--- src/rtl/gray_position_decoder.sv ---
// gray_position_decoder: synchronizes a gray-coded position, decodes it to binary
// and accumulates +/-1 steps into a signed position with illegal-jump counting.
module gray_position_decoder #(
    parameter int WIDTH       = 4,
    parameter int SYNC_STAGES = 2
) (
    input  logic             clk,
    input  logic             rst_n,
    input  logic [WIDTH-1:0] G_in,
    input  logic             en,
    input  logic             clr_err,
    output logic [WIDTH-1:0] B,
    output logic [15:0]      pos,
    output logic             step_valid,
    output logic             dir,
    output logic             err,
    output logic [7:0]       err_cnt
);
    typedef enum logic {INIT, TRACK} state_t;
    state_t           state, state_d;
    logic [WIDTH-1:0] sync_q [SYNC_STAGES];
    logic [WIDTH-1:0] g_s, b_s, d, b_d;
    logic [1:0]       fill, fill_d;
    logic [15:0]      pos_d;
    logic             dir_d, sv_d, err_d;
    logic [7:0]       cnt_d;

    assign g_s = sync_q[SYNC_STAGES-1];
    assign d   = b_s - B;

    always_comb begin
        b_s = g_s;
        for (int i = WIDTH - 2; i >= 0; i--) b_s[i] = b_s[i+1] ^ g_s[i];
    end

    always_comb begin
        state_d = state;
        fill_d  = fill;
        b_d     = B;
        pos_d   = pos;
        dir_d   = dir;
        sv_d    = 1'b0;
        err_d   = 1'b0;
        if (state == INIT) begin
            if (!en) begin
                fill_d = '0;
            end else if (fill == 2'(SYNC_STAGES)) begin
                fill_d  = '0;
                b_d     = b_s;
                state_d = TRACK;
            end else begin
                fill_d = fill + 2'd1;
            end
        end else if (!en) begin
            state_d = INIT;
        end else if (d == WIDTH'(1)) begin
            b_d   = b_s;
            pos_d = pos + 16'd1;
            dir_d = 1'b1;
            sv_d  = 1'b1;
        end else if (&d) begin
            b_d   = b_s;
            pos_d = pos - 16'd1;
            dir_d = 1'b0;
            sv_d  = 1'b1;
        end else if (d != '0) begin
            b_d   = b_s;
            err_d = 1'b1;
        end
        cnt_d = clr_err ? {7'd0, err_d} : err_cnt + 8'(err_d && err_cnt != 8'hFF);
    end

    always_ff @(posedge clk or negedge rst_n) begin
        if (!rst_n) begin
            for (int i = 0; i < SYNC_STAGES; i++) sync_q[i] <= '0;
            state      <= INIT;
            fill       <= '0;
            B          <= '0;
            pos        <= '0;
            dir        <= 1'b0;
            step_valid <= 1'b0;
            err        <= 1'b0;
            err_cnt    <= '0;
        end else begin
            sync_q[0] <= G_in;
            for (int i = 1; i < SYNC_STAGES; i++) sync_q[i] <= sync_q[i-1];
            state      <= state_d;
            fill       <= fill_d;
            B          <= b_d;
            pos        <= pos_d;
            dir        <= dir_d;
            step_valid <= sv_d;
            err        <= err_d;
            err_cnt    <= cnt_d;
        end
    end
endmodule

--- config.mk ---
export PLATFORM = sky130hd
export DESIGN_NAME = gray_position_decoder
export DESIGN_NICKNAME = d
export VERILOG_FILES = /design/src/rtl/gray_position_decoder.sv
export SDC_FILE = /design/constraint.sdc
export NUM_CORES = 1
export LEC_CHECK = 0
export ABC_CLOCK_PERIOD_IN_PS = 4830
export BUFFER_PORTS_ARGS = -buffer_cell sky130_fd_sc_hd__buf_2
export CORE_AREA = 3 3 87 89
export CTS_BUF_LIST = sky130_fd_sc_hd__clkbuf_16
export DETAILED_ROUTE_END_ITERATION = 12
export DIE_AREA = 0 0 90 92
export SLEW_MARGIN = 20
export SYNTH_ARGS = -nofsm -noshare
export SYNTH_HDL_FRONTEND = slang
export SYNTH_SLANG_ARGS = --single-unit
--- constraint.sdc ---
create_clock -name clk -period 4.83 [get_ports clk]
set_input_delay 0.483 -clock clk [delete_from_list [all_inputs] [get_ports clk]]
set_output_delay 0.483 -clock clk [all_outputs]
set_load 0.1 [all_outputs]
# Word level (Yosys, flattened, before mapping)
# Cells that the tools add are included.
# classes
add_sub_neg,5
mul,0
n_div,0
order_cmp,0
n_eq_ne,4
n_shift,0
muxes,27
n_bitwise,3
n_reduce_logical,7
# ops
op,n
16-bit two-way mux,2
4-bit two-way mux,7
16-bit by 1-bit adder with 16-bit output (second input constant),1
16-bit by 1-bit subtractor with 16-bit output (second input constant),1
1-bit two-way mux,15
8-bit by 1-bit adder with 8-bit output,1
8-bit two-way mux,1
8-bit != test (second input constant),1
3-bit AND reduction,2
4-bit by 1-bit == test with 1-bit output (second input constant),1
2-bit two-way mux,2
4-bit by 1-bit != test with 1-bit output (second input constant),1
4-bit AND reduction,1
2-bit nonzero test,2
4-bit nonzero test,1
4-bit subtractor,1
1-bit bitwise XOR,3
2-bit by 1-bit adder with 2-bit output (second input constant),1
2-bit == test (second input constant),1
1-bit logical AND,1
# totals
ff_bits,42
latchBits,0
ramBits,0
romBits,0
inputBits,8
output_inout_bits,31
n_memories,0

# Logic depth before layout (Yosys ltp)
# Gate-level depths: netlist (run 1).
# depth
depth_word,13
depth_mapped,17
depth_no_buf,17

# Worst setup path before layout (run 1)
# Ideal clock, no wire load.
# synth_timing
path_type,register -> register
from,"reg sync_q, in the netlist g_s[3]"
to,reg pos[15]
arrival_time_ns,4.154
slack_ns,0.518
path_stages_with_launch,17
synth_period_minus_slack_ns,4.312
path_cell_list,dfrtp_1 -> xor2_1 -> xor2_1 -> xnor2_1 -> ha_1 -> inv_1 -> fa_1 -> xor2_1 -> a211o_1 -> or2_2 -> ha_1 -> a21oi_1 -> o21a_1 -> a2111oi_4 -> o31ai_1 -> mux2i_1 -> xnor2_1
# synth_between
elab_chain_len,7
word_cells_on_any_way,9
classes_between,1 x add/sub; 1 x eq/ne; 1 x mux; 3 x bitwise; 3 x reduce/logical
# synth_rtl
element,line_no,source
from (decl),21,logic [WIDTH-1:0] sync_q [SYNC_STAGES];
1-bit bitwise XOR (3 in series),33,for (int i = WIDTH - 2; i >= 0; i--) b_s[i] = b_s[i+1] ^ g_s[i];
4-bit subtractor (*),29,assign d = b_s - B;
4-bit by 1-bit == test with 1-bit output or 4-bit AND reduction (tied branches),"56, 61",
2-bit nonzero test (no source line),n/a,
3-bit AND reduction (no source line),n/a,
to (signal assigned),90,pos <= pos_d;
to (decl),13,"output logic [15:0] pos,"
# Every way passes the cells marked *; elsewhere a longest branch is shown, timed or not.
# A chain may end at the register's enable or synchronous reset.

# Worst setup path in the final report (run 1)
# layout_timing
from,"reg sync_q, in the netlist g_s[3]"
to,reg pos[13]
# The elaborated chain is that of the path after synthesis.

==> results of run 1 <==
state kept, by name (all words and copies together), names as in the netlist:
name        cells
err             1
step_valid      1
sync_q          4
state           1
err_cnt         8
pos            16
dir             1
B               4
fill            2
g_s             4
synth_stat cells (2+ instances only):
cell and number:
or3_1 2, nor2b_1 3, and3_1 2, o21a_1 6, xnor2_1 7, dfrtp_1 42
inv_1 9, o21ai_2 2, nand2_1 22, fa_1 2, nand2b_1 3, nand3b_1 3
a31o_1 2, ha_1 19, nand3_1 6, o21ai_0 10, buf_6 3, a21oi_1 15
nand4_1 2, clkbuf_1 2, nor2_1 14, o211ai_1 6, mux2_2 2, o21ai_1 10
xor2_1 14, a21boi_0 2, o31ai_1 3, a21o_1 7
through the flow:
| step | hold slack, ns | std cells |
|---|---|---|
| after global routing | 0.241 | 372 |
| final | 0.180 | 372 |
| after global placement | 0.335 | 364 |
| after floorplan | 0.187 | 234 |
| after CTS | 0.296 | 372 |
| after detailed placement | 0.335 | 364 |
worst register-to-register path, stage by stage, from the launching register on:
cell       delay (ns)
dfrtp_1          0.40
xor2_1           0.30
xor2_1           0.30
xnor2_1          0.18
ha_1             0.19
inv_1            0.05
fa_1             0.37
xor2_1           0.16
a211o_1          0.34
or2_2            0.45
ha_1             0.43
o211ai_1         0.11
o21a_1           0.24
a2111oi_4        0.42
o211ai_1         0.17
a31o_1           0.25
o21ai_2          0.10
layer usage:
layer  part of all wire  routed length, um  global-route usage
met3              0.044                206              0.0287
met4              0.016                 76              0.0497
met5                  0                  0                   0
met1               0.48               2250               0.162
met2               0.46               2150               0.193
cell families (layout without fill, tap and decap cells):
family / count (synthesis) / after routing / share of synthesized area
buffers and inverters: 15 / 57 / 0.0328
XOR/XNOR: 21 / 21 / 0.0766
AO/OA/AOI/OAI: 70 / 70 / 0.196
flip-flops: 42 / 42 / 0.438
multiplexers: 4 / 4 / 0.0182
adder cells (fa/ha/maj): 21 / 21 / 0.116
AND/OR/NAND/NOR: 61 / 61 / 0.123
path summary, 6_finish.rpt:
check / slack [ns] / cells past startpoint / startpoint / endpoint
max in group asynchronous: 4.27 / 1 / rst_n / pos[14]
worst max register to register: 0.31 / 16 / g_s[3] / pos[13]
worst min-delay path: 0.18 / 1 / rst_n / err_cnt[0]
worst min register to register: 0.35 / 0 / sync_q[7] / g_s[3]
min in group clk: 0.30 / 1 / G_in[1] / sync_q[5]
worst max-delay path: 0.31 / 16 / g_s[3] / pos[13]
cell type report:
class,count,area (um^2),area share
Inverter,10,37.5,0.0132
Sequential cell,42,1050,0.369
Clock inverter,3,41.3,0.0145
Clock buffer,5,125,0.0439
Timing Repair Buffer,39,200,0.0703
Multi-Input combinational cell,177,1270,0.447
Tap cell,96,120,0.0422
==> results.sh, run 1 <==
export IMPL_outcome="complete, no violations"
export IMPL_postCtsSetupRepairBufs=0
export IMPL_layout_drive_gt1_share=0.199
export IMPL_crit_slowest_cell="or2_2"
export IMPL_layout_common_cells="42 x dfrtp_1, 37 x buf_2, 22 x nand2_1"
export IMPL_die_x_um=90
export IMPL_fin_util=0.417
export IMPL_synth_area_leaders="dfrtp_1 44%, ha_1 9.9%, xor2_1 5.1%"
export IMPL_drcViolationCount=0
export IMPL_finish_instance_area_mm2=0.00285
export IMPL_max_freq_ghz=0.221
export IMPL_post_drt_wl_per_cell_um=12.6
export IMPL_maxCapViolCount=0
export IMPL_diodes=0
export IMPL_num_rows=30
export IMPL_htreeDepth=2
export IMPL_cp_max_fo=15
export IMPL_io_buffer_count=38
export IMPL_worst_slew_pin_slew_ns=0.872
export IMPL_synth_ff_type="dfrtp_1"
export IMPL_period_share=0.935
export IMPL_fin_skew_ns=0.00197
export IMPL_cts_buffers=5
export IMPL_post_dp_cell_area_mm2=0.00268
export IMPL_dpl_worst_slack_ns=0.226
export IMPL_yosysUniqueCellTypes=42
export IMPL_ys_warn_count=0
export IMPL_synth_edf_count=0
export IMPL_grt_pass1_vias=1759
export IMPL_cts_clk_slew_worst_paths_ns=0.06
export IMPL_fillers=701
export IMPL_hpwlAfterDp_um=3390
export IMPL_cts_resized=0
export IMPL_clock_latency_ns=0.28
export IMPL_start_util=0.351
export IMPL_tritoncts="yes"
export IMPL_layout_nets=304
export IMPL_min_path_type="in -> async"
export IMPL_hold_violations=0
export IMPL_synth_cell_area_mm2=0.00240
export IMPL_ctsHoldBuffers=0
export IMPL_drt_iter0_drc=50
export IMPL_ys_async_sr_fraction=1.00
export IMPL_coreArea_mm2=0.00683
export IMPL_ys_seq_area_frac=0.438
export IMPL_period_needed_ns=4.52
export IMPL_syn_nets=263
export IMPL_slew_headroom=0.419
export IMPL_grt_ovfl_total=0
export IMPL_yosysTopAreaCell="dfrtp_1"
export IMPL_worstSetupStartpointType="flop"
export IMPL_crit_path_end_kind="flop"
export IMPL_synthCells=234
export IMPL_grt_pass1_wl_um=8260
export IMPL_antenna_left=0
export IMPL_vias_per_cell=4.84
export IMPL_finalSetupViolCount=0
export IMPL_drt_first_pass_iters=5
export IMPL_worstPathRequired_ns=5.05
export IMPL_io_pins=39
export IMPL_drt_total_wl_um=4680
export IMPL_floorplan_die_area_mm2=0.00828
export IMPL_vias=1802
export IMPL_cts_root_buf="clkbuf_16"
export IMPL_avgSynthCellArea_um2=10.3
export IMPL_finalWeightedCongestion=0.788
export IMPL_ys_seq_elements=42
export IMPL_cp_num_buf_inv=1
export IMPL_area_delta_synth_final_pct=18.7
export IMPL_clockBufferDepth=2
export IMPL_crit_type="reg -> reg"
export IMPL_crit_family="compound AO/OA/AOI/OAI gates"
export IMPL_maxSlewViolCount=0
export IMPL_final_common_cell="dfrtp_1"
export IMPL_path_cells="xor2_1 -> xor2_1 -> xnor2_1 -> ha_1 -> inv_1 -> fa_1 -> xor2_1 -> a211o_1 -> or2_2 -> ha_1 -> o211ai_1 -> o21a_1 -> a2111oi_4 -> o211ai_1 -> a31o_1 -> o21ai_2"
export IMPL_path_common_cell="xor2_1"
export IMPL_setup_ws_ns=0.312
export IMPL_antenna_found_initial=0
export IMPL_slowest_delay_ns=0.45
export IMPL_grt_start_max_net_pins=43
export IMPL_clkSinkCount=42
export IMPL_die_h_um=92
export IMPL_rsz0062_at_grt="no"
export IMPL_tns_ns=0
export IMPL_synth_top_area_share=0.438
export IMPL_grt_total_usage=0.122
export IMPL_critPathArrivalTime_ns=4.73
Power of run 1 is left out: the tool's default activity adds up to more than one toggle a clock period on the data nets, which glitch-free logic cannot reach.
==> run 2, diff against run 1 <==
==> constraint.sdc (replaced) <==
create_clock -name clk -period 4.83 [get_ports clk]
set_input_delay 0.2415 -clock clk [delete_from_list [all_inputs] [get_ports clk]]
set_output_delay 0.2415 -clock clk [all_outputs]
set_load 0.1 [all_outputs]
==> run 2 against run 1 <==
Compared with the run above:
- die area unchanged
- setup slack about the same
- global-route usage unchanged
- count of clock-buffer cells in the layout stayed put
- cell area increased by 0.35%
- clock skew is essentially flat
- sequential share of layout area down 0.13 points
- critical path type unchanged
- critical endpoint unchanged
- highest routed layer unchanged
==> results.sh, run 2 (same netlist as run 1, synthesis figures left out) <==
export IMPL_path_cells="xor2_1 -> xor2_1 -> xnor2_1 -> ha_1 -> inv_1 -> fa_1 -> xor2_1 -> a211o_1 -> or2_2 -> ha_1 -> o211ai_1 -> o21a_1 -> a2111oi_4 -> o211ai_1 -> a31o_1 -> o21ai_2"
export IMPL_drt_iter0_drc=66
export IMPL_fillers=700
export IMPL_grt_ovfl_total=0
export IMPL_finalWeightedCongestion=0.788
export IMPL_io_pins=39
export IMPL_clkSinkCount=42
export IMPL_drt_first_pass_iters=4
export IMPL_rsz0062_at_grt="no"
export IMPL_grt_total_usage=0.122
export IMPL_postCtsSetupRepairBufs=0
export IMPL_crit_type="reg -> reg"
export IMPL_hpwlAfterDp_um=3390
export IMPL_fin_skew_ns=0.00223
export IMPL_reg_top3="pos: 16 flops, err_cnt: 8 flops"
export IMPL_crit_family="compound AO/OA/AOI/OAI gates"
export IMPL_layout_common_cells="42 x dfrtp_1, 37 x buf_2, 22 x nand2_1"
export IMPL_drt_total_wl_um=4720
export IMPL_layout_drive_gt1_share=0.199
export IMPL_coreArea_mm2=0.00683
export IMPL_antenna_left=0
export IMPL_grt_pass1_vias=1759
export IMPL_period_share=0.935
export IMPL_cp_num_buf_inv=1
export IMPL_tns_ns=0
export IMPL_grt_start_max_net_pins=43
export IMPL_clockBufferDepth=2
export IMPL_vias_per_cell=4.84
export IMPL_cts_buffers=5
export IMPL_cp_max_fo=15
export IMPL_period_needed_ns=4.52
export IMPL_crit_slowest_cell="or2_2"
export IMPL_final_common_cell="dfrtp_1"
export IMPL_worst_slew_pin_slew_ns=0.878
export IMPL_tritoncts="yes"
export IMPL_antenna_found_initial=0
export IMPL_htreeDepth=2
export IMPL_diodes=0
export IMPL_largest_reg_flops=16
export IMPL_layout_nets=305
export IMPL_die_h_um=92
export IMPL_floorplan_die_area_mm2=0.00828
export IMPL_outcome="complete, no violations"
export IMPL_vias=1807
export IMPL_top_register="pos"
export IMPL_die_x_um=90
export IMPL_hold_violations=0
export IMPL_post_drt_wl_per_cell_um=12.6
export IMPL_io_buffer_count=38
export IMPL_min_path_type="in -> reg"
export IMPL_crit_path_end_kind="flop"
export IMPL_grt_pass1_wl_um=8260
export IMPL_slew_headroom=0.415
export IMPL_critPathArrivalTime_ns=4.73
export IMPL_num_rows=30
export IMPL_area_delta_synth_final_pct=19.1
export IMPL_maxCapViolCount=0
export IMPL_start_util=0.351
export IMPL_worstPathRequired_ns=5.05
export IMPL_maxSlewViolCount=0
export IMPL_cts_root_buf="clkbuf_16"
export IMPL_slowest_delay_ns=0.45
export IMPL_worstSetupStartpointType="flop"
export IMPL_clock_latency_ns=0.28
export IMPL_max_freq_ghz=0.221
export IMPL_finalSetupViolCount=0
export IMPL_cts_clk_slew_worst_paths_ns=0.06
export IMPL_path_common_cell="xor2_1"
export IMPL_drcViolationCount=0
==> run 2: cell types whose count changed in the layout (fill, tap and decap cells not counted), sizes merged <==
cell / previous run / this run
dlygate4sd3: 0 / 1
==> run 2: worst paths after layout <==
| path | from | to | slack, ns | depth (start not counted) |
|---|---|---|---|---|
| setup / recovery | g_s[3] | pos[13] | 0.31 | 16 |
| hold / removal | G_in[1] | sync_q[5] | 0.06 | 1 |
| setup reg to reg | g_s[3] | pos[13] | 0.31 | 16 |
| hold reg to reg | sync_q[7] | g_s[3] | 0.35 | 0 |
| max in group asynchronous | rst_n | pos[8] | 3.98 | 2 |
| min in group asynchronous | rst_n | err_cnt[1] | 0.48 | 2 |
==> run 2: per-stage QoR <==
stage	worst slack (ns)	instance area (um^2)	hold slack, ns	std cells	utilization
3_5_place_dp	0.226	2680	0.335	364	0.392
5_1_grt	0.0607	2860	0.0540	373	0.418
6_report	0.312	2860	0.0603	373	0.418
4_1_cts	0.227	2840	0.0546	372	0.416
3_3_place_gp	0.454	2680	0.335	364	0.392
2_1_floorplan	0.518	2400	-0.0541	234	-
==> run 2: per-layer routing <==
metal / routed length, um / GRT usage / part of all wire / up-vias
li1: - / - / - / 915
met4: 82 / 0.0497 / 0.017 / 0
met2: 2180 / 0.193 / 0.46 / 35
met5: 0 / 0 / 0 / -
met3: 171 / 0.0287 / 0.036 / 6
met1: 2290 / 0.162 / 0.48 / 851
==> run 2: layout make-up <==
cell class | count | area, um^2 | share of cell area
clock inverter | 3 | 41.3 | 0.0144
multi-input combinational | 177 | 1270 | 0.446
tap | 96 | 120 | 0.0420
clock buffer | 5 | 125 | 0.0438
sequential | 42 | 1050 | 0.368
timing repair buffer | 40 | 210 | 0.0735
inverter | 10 | 37.5 | 0.0131
==> run 2: worst register-to-register path, cell delays in order, from the launching register on <==
cell and delay [ns]:
dfrtp_1 0.40, xor2_1 0.30, xor2_1 0.30, xnor2_1 0.18, ha_1 0.19, inv_1 0.05
fa_1 0.37, xor2_1 0.16, a211o_1 0.34, or2_2 0.45, ha_1 0.43, o211ai_1 0.11
o21a_1 0.24, a2111oi_4 0.42, o211ai_1 0.17, a31o_1 0.25, o21ai_2 0.10
==> run 2: timing repair <==
action,4_1_cts,5_1_grt
endpoints found under the setup margin,0,1
gates resized for setup,0,1
hold buffers,0,1
endpoints found under the hold margin,0,1
Power of run 2 is left out for the same reason.
==> run 3, diff against run 2 <==
--- a/config.mk
+++ b/config.mk
@@ -11,6 +11,7 @@
 export CTS_BUF_LIST = sky130_fd_sc_hd__clkbuf_16
 export DETAILED_ROUTE_END_ITERATION = 12
 export DIE_AREA = 0 0 90 92
+export PLACE_DENSITY = 0.59
 export SLEW_MARGIN = 20
 export SYNTH_ARGS = -nofsm -noshare
 export SYNTH_HDL_FRONTEND = slang
==> run 3 against run 2 <==
Compared with the run above:
- die area unchanged
- fmax increased by 0.42%
- first-iteration DRC count is 4.5% higher
==> results.sh, run 3 (same netlist as run 1, synthesis figures left out) <==
export IMPL_drt_total_wl_um=4720
export IMPL_grt_ovfl_total=0
export IMPL_floorplan_die_area_mm2=0.00828
export IMPL_worstSetupStartpointType="flop"
export IMPL_hpwlAfterDp_um=3500
export IMPL_period_share=0.931
export IMPL_top_register="pos"
export IMPL_vias=1788
export IMPL_antenna_left=0
export IMPL_grt_pass1_wl_um=8470
export IMPL_drcViolationCount=0
export IMPL_maxCapViolCount=0
export IMPL_crit_type="reg -> reg"
export IMPL_grt_total_usage=0.123
export IMPL_htreeDepth=2
export IMPL_tns_ns=0
export IMPL_post_dp_cell_area_mm2=0.00268
export IMPL_num_rows=30
export IMPL_vias_per_cell=4.81
export IMPL_clockBufferDepth=2
export IMPL_reg_top3="pos: 16 flops, err_cnt: 8 flops"
export IMPL_dpl_worst_slack_ns=0.323
export IMPL_layout_nets=304
export IMPL_post_drt_wl_per_cell_um=12.7
export IMPL_clock_latency_ns=0.28
export IMPL_layout_common_cells="42 x dfrtp_1, 38 x buf_2, 22 x nand2_1"
export IMPL_coreArea_mm2=0.00683
export IMPL_max_freq_ghz=0.222
export IMPL_largest_reg_flops=16
export IMPL_io_pins=39
export IMPL_die_x_um=90
export IMPL_tritoncts="yes"
export IMPL_period_needed_ns=4.50
export IMPL_outcome="complete, no violations"
export IMPL_slew_headroom=0.371
export IMPL_postCtsSetupRepairBufs=0
export IMPL_finalWeightedCongestion=0.780
export IMPL_fin_skew_ns=0.00605
export IMPL_maxSlewViolCount=0
export IMPL_drt_iter0_drc=69
export IMPL_cts_resized=0
export IMPL_grt_start_max_net_pins=43
export IMPL_start_util=0.351
export IMPL_rsz0062_at_grt="no"
export IMPL_cts_clk_slew_worst_paths_ns=0.06
export IMPL_worst_slew_pin_slew_ns=0.943
export IMPL_cp_max_fo=15
export IMPL_r2r_slack_ns=0.33
export IMPL_setup_ws_ns=0.331
export IMPL_grt_pass1_vias=1810
export IMPL_ctsHoldBuffers=0
export IMPL_min_path_type="in -> reg"
export IMPL_finish_instance_area_mm2=0.00282
export IMPL_hold_violations=0
export IMPL_finalSetupViolCount=0
export IMPL_die_h_um=92
export IMPL_cts_buffers=5
export IMPL_layout_drive_gt1_share=0.199
export IMPL_area_delta_synth_final_pct=17.6
export IMPL_antenna_found_initial=0
export IMPL_cts_root_buf="clkbuf_16"
export IMPL_critPathArrivalTime_ns=4.70
export IMPL_clkSinkCount=42
export IMPL_drt_first_pass_iters=6
export IMPL_crit_path_end_kind="flop"
export IMPL_diodes=0
export IMPL_io_buffer_count=38
export IMPL_worstPathRequired_ns=5.03
export IMPL_final_common_cell="dfrtp_1"
run 3: metal layers:
layer	routed length, um	global-route usage	up-vias
li1	-	-	920
met1	2290	0.159	837
met2	2230	0.204	29
met3	154	0.0287	2
met4	39	0.0357	0
met5	0	0	-
run 3: final cells by class:
| type | count | area (um^2) |
|---|---|---|
| multi-input cells | 177 | 1270 |
| clock inverters | 3 | 21.3 |
| fillers | 728 | 4010 |
| repair buffers | 39 | 198 |
| flip-flops and latches | 42 | 1050 |
| inverters | 10 | 37.5 |
| clock buffers | 5 | 125 |
| well taps | 96 | 120 |
run 3: final timing paths:
| kind | start | end | cells past startpoint |
|---|---|---|---|
| worst max register to register | g_s[3] | pos[15] | 16 |
| min in group asynchronous | rst_n | pos[4] | 1 |
| worst max-delay path | g_s[3] | pos[15] | 16 |
| worst min register to register | sync_q[5] | g_s[1] | 0 |
| max in group asynchronous | rst_n | pos[11] | 1 |
| worst min-delay path | G_in[0] | sync_q[4] | 1 |
run 3: through the flow:
| step | util | hold WS [ns] | instances |
|---|---|---|---|
| finish | 0.413 | 0.0652 | 372 |
| global route | 0.413 | 0.0550 | 372 |
| CTS | 0.413 | 0.0591 | 372 |
| detailed placement | 0.392 | 0.335 | 364 |
| global placement | 0.392 | 0.335 | 364 |
| floorplan | - | -0.0541 | 234 |
run 3: worst max-delay path: stages, from the launching register on:
cell and delay, ns:
dfrtp_1 0.40, xor2_1 0.27, xor2_1 0.27, xnor2_1 0.18
ha_1 0.19, inv_1 0.05, fa_1 0.37, xor2_1 0.17
a211o_1 0.34, or2_2 0.45, ha_1 0.39, a21oi_1 0.29
o21a_1 0.26, a2111oi_4 0.11, o31ai_1 0.30, mux2i_1 0.25
xnor2_1 0.13
Power of run 3 is left out for the same reason.
